[config.mk]
export PLATFORM = sky130hd
export DESIGN_NAME = lsu_controller_flat
export DESIGN_NICKNAME = d
export VERILOG_FILES = /design/src/rtl/lsu_controller_if.sv /design/src/rtl/lsu_controller.sv /design/src/flat_wrapper.sv
export SDC_FILE = /design/constraint.sdc
export NUM_CORES = 1
export LEC_CHECK = 0
export ABC_AREA = 1
export BUFFER_PORTS_ARGS = -buffer_cell sky130_fd_sc_hd__buf_4
export CAP_MARGIN = 20
export CELL_PAD_IN_SITES_DETAIL_PLACEMENT = 1
export CELL_PAD_IN_SITES_GLOBAL_PLACEMENT = 2
export CORE_MARGIN = 3
export CORE_UTILIZATION = 29
export CTS_CLUSTER_DIAMETER = 30
export DETAILED_ROUTE_END_ITERATION = 7
export GPL_TIMING_DRIVEN = 0
export PLACE_DENSITY_LB_ADDON = 0.1
export RECOVER_POWER = 25
export SLEW_MARGIN = 10
export SYNTH_ARGS = -nofsm -noshare
export SYNTH_HDL_FRONTEND = slang
export SYNTH_SLANG_ARGS = --single-unit
[constraint.sdc]
create_clock -name clock -period 2.66 [get_ports clock]
set_input_delay 0.399 -clock clock [delete_from_list [all_inputs] [get_ports clock]]
set_output_delay 0.399 -clock clock [all_outputs]
set_load 0.1 [all_outputs]
[src/rtl/lsu_controller_if.sv]
// Execute/commit handshakes plus the AXI4-Lite control channels seen by the LSU control FSM.
interface lsu_controller_if;
   logic       valid_pre_i;
   logic       ready_pre_o;
   logic       mem_ren_i;
   logic       mem_wen_i;
   logic       valid_post_o;
   logic       ready_post_i;
   logic       we_o;
   logic       rdata_we_o;
   logic       arvalid_o;
   logic       arready_i;
   logic       rvalid_i;
   logic       rready_o;
   logic [1:0] rresp_i;
   logic       awvalid_o;
   logic       awready_i;
   logic       wvalid_o;
   logic       wready_i;
   logic       bvalid_i;
   logic       bready_o;
   logic [1:0] bresp_i;
   logic       err_o;
   logic [1:0] err_cause_o;

   modport master (
      input  valid_pre_i, mem_ren_i, mem_wen_i, ready_post_i,
      input  arready_i, rvalid_i, rresp_i, awready_i, wready_i, bvalid_i, bresp_i,
      output ready_pre_o, valid_post_o, we_o, rdata_we_o,
      output arvalid_o, rready_o, awvalid_o, wvalid_o, bready_o, err_o, err_cause_o
   );

   modport slave (
      output valid_pre_i, mem_ren_i, mem_wen_i, ready_post_i,
      output arready_i, rvalid_i, rresp_i, awready_i, wready_i, bvalid_i, bresp_i,
      input  ready_pre_o, valid_post_o, we_o, rdata_we_o,
      input  arvalid_o, rready_o, awvalid_o, wvalid_o, bready_o, err_o, err_cause_o
   );
endinterface

[src/rtl/lsu_controller.sv]
// Memory-stage control FSM: one AXI4-Lite read/write per instruction, 1-cycle pass-through, 3-cycle load/store.
// Accepts only when idle; holds the finished instruction and its error status until commit is ready.
module lsu_controller #(
   parameter int TIMEOUT = 255,
   parameter int CNT_W   = 8
) (
   input logic              clock,
   input logic              reset,
   lsu_controller_if.master bus
);
   typedef enum logic [2:0] {S_IDLE, S_AR, S_R, S_WR, S_B, S_DONE} state_t;

   localparam logic [CNT_W-1:0] CNT_LAST = CNT_W'((TIMEOUT > 0) ? TIMEOUT - 1 : 0);

   state_t           state, state_nxt;
   logic             aw_done, aw_done_nxt;
   logic             w_done, w_done_nxt;
   logic [CNT_W-1:0] cnt, cnt_nxt;
   logic             err, err_nxt;
   logic [1:0]       err_cause, err_cause_nxt;
   logic             expired;

   assign expired         = (TIMEOUT > 0) && (cnt == CNT_LAST);
   assign bus.err_o       = err;
   assign bus.err_cause_o = err_cause;

   always_comb begin
      state_nxt        = state;
      aw_done_nxt      = aw_done;
      w_done_nxt       = w_done;
      cnt_nxt          = cnt;
      err_nxt          = err;
      err_cause_nxt    = err_cause;
      bus.ready_pre_o  = 1'b0;
      bus.we_o         = 1'b0;
      bus.valid_post_o = 1'b0;
      bus.rdata_we_o   = 1'b0;
      bus.arvalid_o    = 1'b0;
      bus.rready_o     = 1'b0;
      bus.awvalid_o    = 1'b0;
      bus.wvalid_o     = 1'b0;
      bus.bready_o     = 1'b0;

      if (state inside {S_AR, S_R, S_WR, S_B}) begin
         cnt_nxt = cnt + 1'b1;
      end

      case (state)
         S_IDLE: begin
            bus.ready_pre_o = 1'b1;
            bus.we_o        = bus.valid_pre_i;
            if (bus.valid_pre_i) begin
               err_nxt       = 1'b0;
               err_cause_nxt = 2'b00;
               cnt_nxt       = '0;
               if (bus.mem_wen_i)      state_nxt = S_WR;
               else if (bus.mem_ren_i) state_nxt = S_AR;
               else                    state_nxt = S_DONE;
            end
         end
         S_AR: begin
            bus.arvalid_o = 1'b1;
            if (bus.arready_i) begin
               state_nxt = S_R;
            end else if (expired) begin
               state_nxt     = S_DONE;
               err_nxt       = 1'b1;
               err_cause_nxt = 2'b10;
            end
         end
         S_R: begin
            bus.rready_o   = 1'b1;
            bus.rdata_we_o = bus.rvalid_i;
            if (bus.rvalid_i) begin
               state_nxt = S_DONE;
               if (bus.rresp_i != 2'b00) begin
                  err_nxt       = 1'b1;
                  err_cause_nxt = 2'b01;
               end
            end else if (expired) begin
               state_nxt     = S_DONE;
               err_nxt       = 1'b1;
               err_cause_nxt = 2'b10;
            end
         end
         S_WR: begin
            bus.awvalid_o = ~aw_done;
            bus.wvalid_o  = ~w_done;
            // A handshake only fires while its valid is up, so OR-ing ready in is the handshake.
            aw_done_nxt   = aw_done | bus.awready_i;
            w_done_nxt    = w_done | bus.wready_i;
            if (aw_done_nxt && w_done_nxt) begin
               state_nxt   = S_B;
               aw_done_nxt = 1'b0;
               w_done_nxt  = 1'b0;
            end else if (expired) begin
               state_nxt     = S_DONE;
               err_nxt       = 1'b1;
               err_cause_nxt = 2'b10;
               aw_done_nxt   = 1'b0;
               w_done_nxt    = 1'b0;
            end
         end
         S_B: begin
            bus.bready_o = 1'b1;
            if (bus.bvalid_i) begin
               state_nxt = S_DONE;
               if (bus.bresp_i != 2'b00) begin
                  err_nxt       = 1'b1;
                  err_cause_nxt = 2'b01;
               end
            end else if (expired) begin
               state_nxt     = S_DONE;
               err_nxt       = 1'b1;
               err_cause_nxt = 2'b10;
            end
         end
         S_DONE: begin
            bus.valid_post_o = 1'b1;
            if (bus.ready_post_i) state_nxt = S_IDLE;
         end
         default: state_nxt = S_IDLE;
      endcase
   end

   always_ff @(posedge clock) begin
      if (!reset) begin
         state     <= S_IDLE;
         aw_done   <= 1'b0;
         w_done    <= 1'b0;
         cnt       <= '0;
         err       <= 1'b0;
         err_cause <= 2'b00;
      end else begin
         state     <= state_nxt;
         aw_done   <= aw_done_nxt;
         w_done    <= w_done_nxt;
         cnt       <= cnt_nxt;
         err       <= err_nxt;
         err_cause <= err_cause_nxt;
      end
   end
endmodule

[src/flat_wrapper.sv]
// flat-port wrapper written by rule: the top's interface ports become plain ports
module lsu_controller_flat 
#(
   parameter int TIMEOUT = 255,
   parameter int CNT_W   = 8
)
  (clock, reset, bus_valid_pre_i, bus_mem_ren_i, bus_mem_wen_i, bus_ready_post_i, bus_arready_i, bus_rvalid_i, bus_rresp_i, bus_awready_i, bus_wready_i, bus_bvalid_i, bus_bresp_i, bus_ready_pre_o, bus_valid_post_o, bus_we_o, bus_rdata_we_o, bus_arvalid_o, bus_rready_o, bus_awvalid_o, bus_wvalid_o, bus_bready_o, bus_err_o, bus_err_cause_o);
  lsu_controller_if bus_i ();
  input logic clock;
  input logic reset;
  input wire logic [$bits(bus_i.valid_pre_i)-1:0] bus_valid_pre_i;
  input wire logic [$bits(bus_i.mem_ren_i)-1:0] bus_mem_ren_i;
  input wire logic [$bits(bus_i.mem_wen_i)-1:0] bus_mem_wen_i;
  input wire logic [$bits(bus_i.ready_post_i)-1:0] bus_ready_post_i;
  input wire logic [$bits(bus_i.arready_i)-1:0] bus_arready_i;
  input wire logic [$bits(bus_i.rvalid_i)-1:0] bus_rvalid_i;
  input wire logic [$bits(bus_i.rresp_i)-1:0] bus_rresp_i;
  input wire logic [$bits(bus_i.awready_i)-1:0] bus_awready_i;
  input wire logic [$bits(bus_i.wready_i)-1:0] bus_wready_i;
  input wire logic [$bits(bus_i.bvalid_i)-1:0] bus_bvalid_i;
  input wire logic [$bits(bus_i.bresp_i)-1:0] bus_bresp_i;
  output wire logic [$bits(bus_i.ready_pre_o)-1:0] bus_ready_pre_o;
  output wire logic [$bits(bus_i.valid_post_o)-1:0] bus_valid_post_o;
  output wire logic [$bits(bus_i.we_o)-1:0] bus_we_o;
  output wire logic [$bits(bus_i.rdata_we_o)-1:0] bus_rdata_we_o;
  output wire logic [$bits(bus_i.arvalid_o)-1:0] bus_arvalid_o;
  output wire logic [$bits(bus_i.rready_o)-1:0] bus_rready_o;
  output wire logic [$bits(bus_i.awvalid_o)-1:0] bus_awvalid_o;
  output wire logic [$bits(bus_i.wvalid_o)-1:0] bus_wvalid_o;
  output wire logic [$bits(bus_i.bready_o)-1:0] bus_bready_o;
  output wire logic [$bits(bus_i.err_o)-1:0] bus_err_o;
  output wire logic [$bits(bus_i.err_cause_o)-1:0] bus_err_cause_o;
  assign bus_i.valid_pre_i = bus_valid_pre_i;
  assign bus_i.mem_ren_i = bus_mem_ren_i;
  assign bus_i.mem_wen_i = bus_mem_wen_i;
  assign bus_i.ready_post_i = bus_ready_post_i;
  assign bus_i.arready_i = bus_arready_i;
  assign bus_i.rvalid_i = bus_rvalid_i;
  assign bus_i.rresp_i = bus_rresp_i;
  assign bus_i.awready_i = bus_awready_i;
  assign bus_i.wready_i = bus_wready_i;
  assign bus_i.bvalid_i = bus_bvalid_i;
  assign bus_i.bresp_i = bus_bresp_i;
  assign bus_ready_pre_o = bus_i.ready_pre_o;
  assign bus_valid_post_o = bus_i.valid_post_o;
  assign bus_we_o = bus_i.we_o;
  assign bus_rdata_we_o = bus_i.rdata_we_o;
  assign bus_arvalid_o = bus_i.arvalid_o;
  assign bus_rready_o = bus_i.rready_o;
  assign bus_awvalid_o = bus_i.awvalid_o;
  assign bus_wvalid_o = bus_i.wvalid_o;
  assign bus_bready_o = bus_i.bready_o;
  assign bus_err_o = bus_i.err_o;
  assign bus_err_cause_o = bus_i.err_cause_o;
  lsu_controller #(.TIMEOUT(TIMEOUT), .CNT_W(CNT_W)) u_core (.clock(clock), .reset(reset), .bus(bus_i));
endmodule
Yosys cells after proc, flatten, opt, wreduce, memory -nomap -nowiden --
Cells that the tools add are included.
Operators by class: add/sub/neg operators 1, equality and inequality tests 12, muxes and demuxes 44, bitwise logic cells 4, reduce and logical (&&, ||, !) cells 8
Operators with widths (number):
- 2-to-1 mux 3 bit | 9
- 2-to-1 mux 8 bit | 3
- 2-to-1 mux 1 bit | 21
- case mux 3 bit (6 select lines) | 1
- 2-to-1 mux 2 bit | 8
- case mux 2 bit (5 select lines) | 1
- adder 8 x 1 -> 8 bit (second input constant) | 1
- equality test 8 bit (second input constant) | 1
- inequality test 2 bit (second input constant) | 4
- equality test 3 x 2 -> 1 bit (second input constant) | 2
- equality test 3 bit (second input constant) | 2
- inequality test 3 bit (second input constant) | 2
- AND reduction 6 bit | 1
- case mux 1 bit (5 select lines) | 1
- nonzero test 5 bit | 1
- nonzero test 2 bit | 2
- nonzero test 4 bit | 1
- equality test 3 x 1 -> 1 bit (second input constant) | 1
- zero test 3 bit | 1
- NOT 1 bit | 2
- bitwise OR 1 bit | 2
- AND reduction 2 bit | 1
- logical AND 1 bit | 1
Word-level totals: register bits 16, bits of input ports 15, output and inout bits 12

Longest topological paths before layout --
depth in word-level cells 5, gate-level depth with buffers 11

Worst setup path before layout --
OpenSTA, ideal clock, no wires.
kind reg-to-output, start register u_core.state[2], end output bus_valid_post_o, data arrival time 2554 ps, data required time 2261 ps, setup slack -293 ps, stages on the path, launching flop included 4, path through dfxtp_1 buf_6 inv_2 nor3_1
On the way: longest elaborated chain between the ends 2
Ends and longest elaborated chain:
- from (decl) | RTL line lsu_controller.sv:15 | state_t state, state_nxt;
- from (signal assigned) | RTL line lsu_controller.sv:135 | state <= state_nxt;
- equality test 3 bit | RTL line lsu_controller.sv:48 | case (state)
- 2-to-1 mux 1 bit | RTL line lsu_controller.sv:48
- to (decl) | RTL line flat_wrapper.sv:23 | output wire logic [$bits(bus_i.valid_post_o)-1:0] bus_valid_post_o;
No other way between the ends.

Final worst setup path --
start register u_core.state[0], end output bus_wvalid_o
On the way: longest elaborated chain between the ends 2
Ends and longest elaborated chain:
- equality test 3 x 2 -> 1 bit | RTL line lsu_controller.sv:48
- 2-to-1 mux 1 bit | RTL line lsu_controller.sv:48
- to (decl) | RTL line flat_wrapper.sv:29 | output wire logic [$bits(bus_i.wvalid_o)-1:0] bus_wvalid_o;
No other way between the ends.

==> impl_results.md <==
* Register Area at roughly 320 sq um
* Fin nets at about 230
* Post-DP HPWL at approximately 2500 um
* Final core occ at a little under two fifths
* Yosys top cell by area: dfxtp_1
* RSZ-0062 raised after global routing: false
* Crit path required time at around 2300 ps
* Clock Sinks at 16
* Mapped cell area at ~1100 sq um
* Via Count at ~1200
* H-tree lvl count at 1
* Critical path launch point type: flop
* Hold_ws at between 400 and 500 ps
* Final min period at about 1900 ps
* Initial antenna violation count at 0
* Area contributors post-synth: dfxtp_1 (28%), nand2_1 (14%), inv_1 (8.3%), nor2_1 (7.6%), nand3_1 (5.3%)
* Status: finished, final reports clean
* Hold-fix buffers, CTS at 0
* Pre-CTS setup slack at ~1000 ps
* Synth Instances at ~180
* Die area at approximately 4700 sq um
* WP data arrival at 1500 ps
* Clock Path Buffers at 2
* Die X at 68.4 um
* IO buf count at 25
* Hold path endpoint: u_core.state[2]
* First-pass GRT wire length at between 5000 and 6000 um
* Post-route ant nets at 0
* Core area at roughly 3700 sq um
* Final period util at between 70% and 80%
* DRT iter0 DRCs at 36
* Total track usage at 15.2%
* VDD IR max at ~0.64 mV
* FF-to-FF End: u_core.cnt[6]
* Area of the multi-input gates at between 600 and 700 sq um
* Largest net degree at the start of global routing at 11
* Critical path class: reg -> out
* CTS resizes at 0
* FILL cells at roughly 510
* Root Buffer: clkbuf_8
* Post-synth top area share at between 20% and 30%
* Syn Area/Cell at 6.35 sq um
* Number of global-route vias before repair at about 1200
* Final wirelength at a little over 3000 um
* Least-Margin Pin Slew at 1170 ps
* Worst reg2reg path depth at 8
* Worst-skew pair later-pin latency at between 200 and 300 ps
* Gp weighted congestion at 0.787
* Yosys cell types at 26
* Worst Skew at around 3.3 ps
* Final worst setup slack at 757 ps
* ANT cells at 0
* Worst-path fanout max at 5
* CTS tree: built
* I/O Pins at 27
* Reg2reg start: u_core.state[1]
* Max Freq at approximately 0.53 GHz
* Initial Util at 30.4%
* Syn_nets at 195
* Setup TNS at 0 ps
* Max_slew headroom at ~22%
* DR pass1 iterations at 4
* Clock slew at reported path FFs at around 70 ps
* Area delta synth->final at 25.6%
* HP Start: bus_ready_post_i
* Total CTS buffers at 3
* Hold-critical path depth at 4
* Pwr dens at approximately 1100 nW/um^2
* Final slew viol count at 0
* Flops & latches, synth at 16
* Sequential element share of the synthesized area at around 28%
* Final hold violation count at 0
* R2R Setup Slk at about 1200 ps
* Leak at approximately 0.68 nW
* Row cnt at 22
* Routed len/inst at 11.8 um
* Share of post-route cells with drive strength above 1 at between 20% and 30%
* HP Class: in -> reg
* DRC viols at 0
* Vias per cell at around 4.6
* Setup repair bufs after CTS at 0
* Total congestion overflow at 0
* Ys Warns at 0
* Die Span Y at between 60 and 70 um
* Max Cap Viol at 0
* Setup violators final at 0
* Crit. End Element: output port
layout make-up:
class	instances	share of cell area, %
multi-input cells	128	46.2
plain buffers	4	2.73
flip-flops and latches	16	22.6
repair buffers	25	12.4
well taps	48	4.23
clock buffers	4	3.88
inverters	30	7.94
registers in the layout, summed over array words and instances, names as in the netlist:
name                    count
u_core.state                3
u_core.cnt                  8
u_core.aw_done              1
u_core.bus.err_o            1
u_core.bus.err_cause_o      2
u_core.w_done               1
cell families after synthesis:
group	synth area share, %
AOI/OAI and AO/OA	9.74
DFF	28.4
buffers and inverters	13.4
and+or+nand+nor	44.0
adders and majority gates	2.21
xor gates and xnor gates	2.33
worst max path at each step:
stage,startpoint,endpoint
CTS,u_core.state[1],bus_wvalid_o
finish,u_core.state[0],bus_wvalid_o
global placement,u_core.state[0],bus_wvalid_o
global route,u_core.state[0],bus_awvalid_o
floorplan,u_core.state[1],bus_we_o
detailed placement,u_core.state[1],bus_awvalid_o
where the power goes:
part	leakage, nW	total (mW)	switching [mW]	internal [mW]
logic	0.517	1.05	0.776	0.278
clock network	0.0288	0.228	0.0960	0.132
registers	0.130	0.317	0.0359	0.281
total	0.675	1.60	0.908	0.691
cells in the mapped netlist, drive strengths merged:
library cell  instances
or2                   2
a211oi                1
nor3                  3
nor2                 33
a21oi                 7
o21bai                1
nand2                51
nor4                  1
nand4                 2
a41oi                 1
xnor2                 1
o21ai                 7
dfxtp                16
inv                  30
nand3                14
buf                   4
ha                    2
xor2                  2
through the flow:
step           instance area (sq um)  power, mW  cells
2_1_floorplan                   1140       1.19    178
3_3_place_gp                    1390       1.39    251
3_5_place_dp                    1390       1.40    251
4_1_cts                         1440       1.64    255
5_1_grt                         1420       1.73    255
6_report                        1420       1.60    255
layer usage:
layer	GRT usage, %	vias up	part of all wire (%)
met5	0	-	0
met4	5.46	0	0.80
met3	3.78	2	2.6
met2	26.7	14	52
met1	17.6	550	45
li1	-	605	-
worst max-delay path, cell delays in order, from the launching register on:
cell and delay, ps:
dfxtp_1 450, nand2_1 100, nor2_2 190, inv_1 120
nor2_1 100, buf_4 290
cell usage in the layout, fill, tap and decap left out, types with 2 or more instances in the layout:
cell	count
a21oi_1	7
buf_4	22
buf_6	3
clkbuf_1	3
clkbuf_8	4
dfxtp_1	16
ha_1	2
inv_1	25
inv_2	5
nand2_1	45
nand2_2	6
nand3_1	13
nand4_1	2
nor2_1	22
nor2_2	9
nor2_4	2
nor3_1	2
o21ai_0	3
o21ai_1	3
or2_2	2
xor2_1	2
Note: power is estimated with default switching activity, not from simulation.
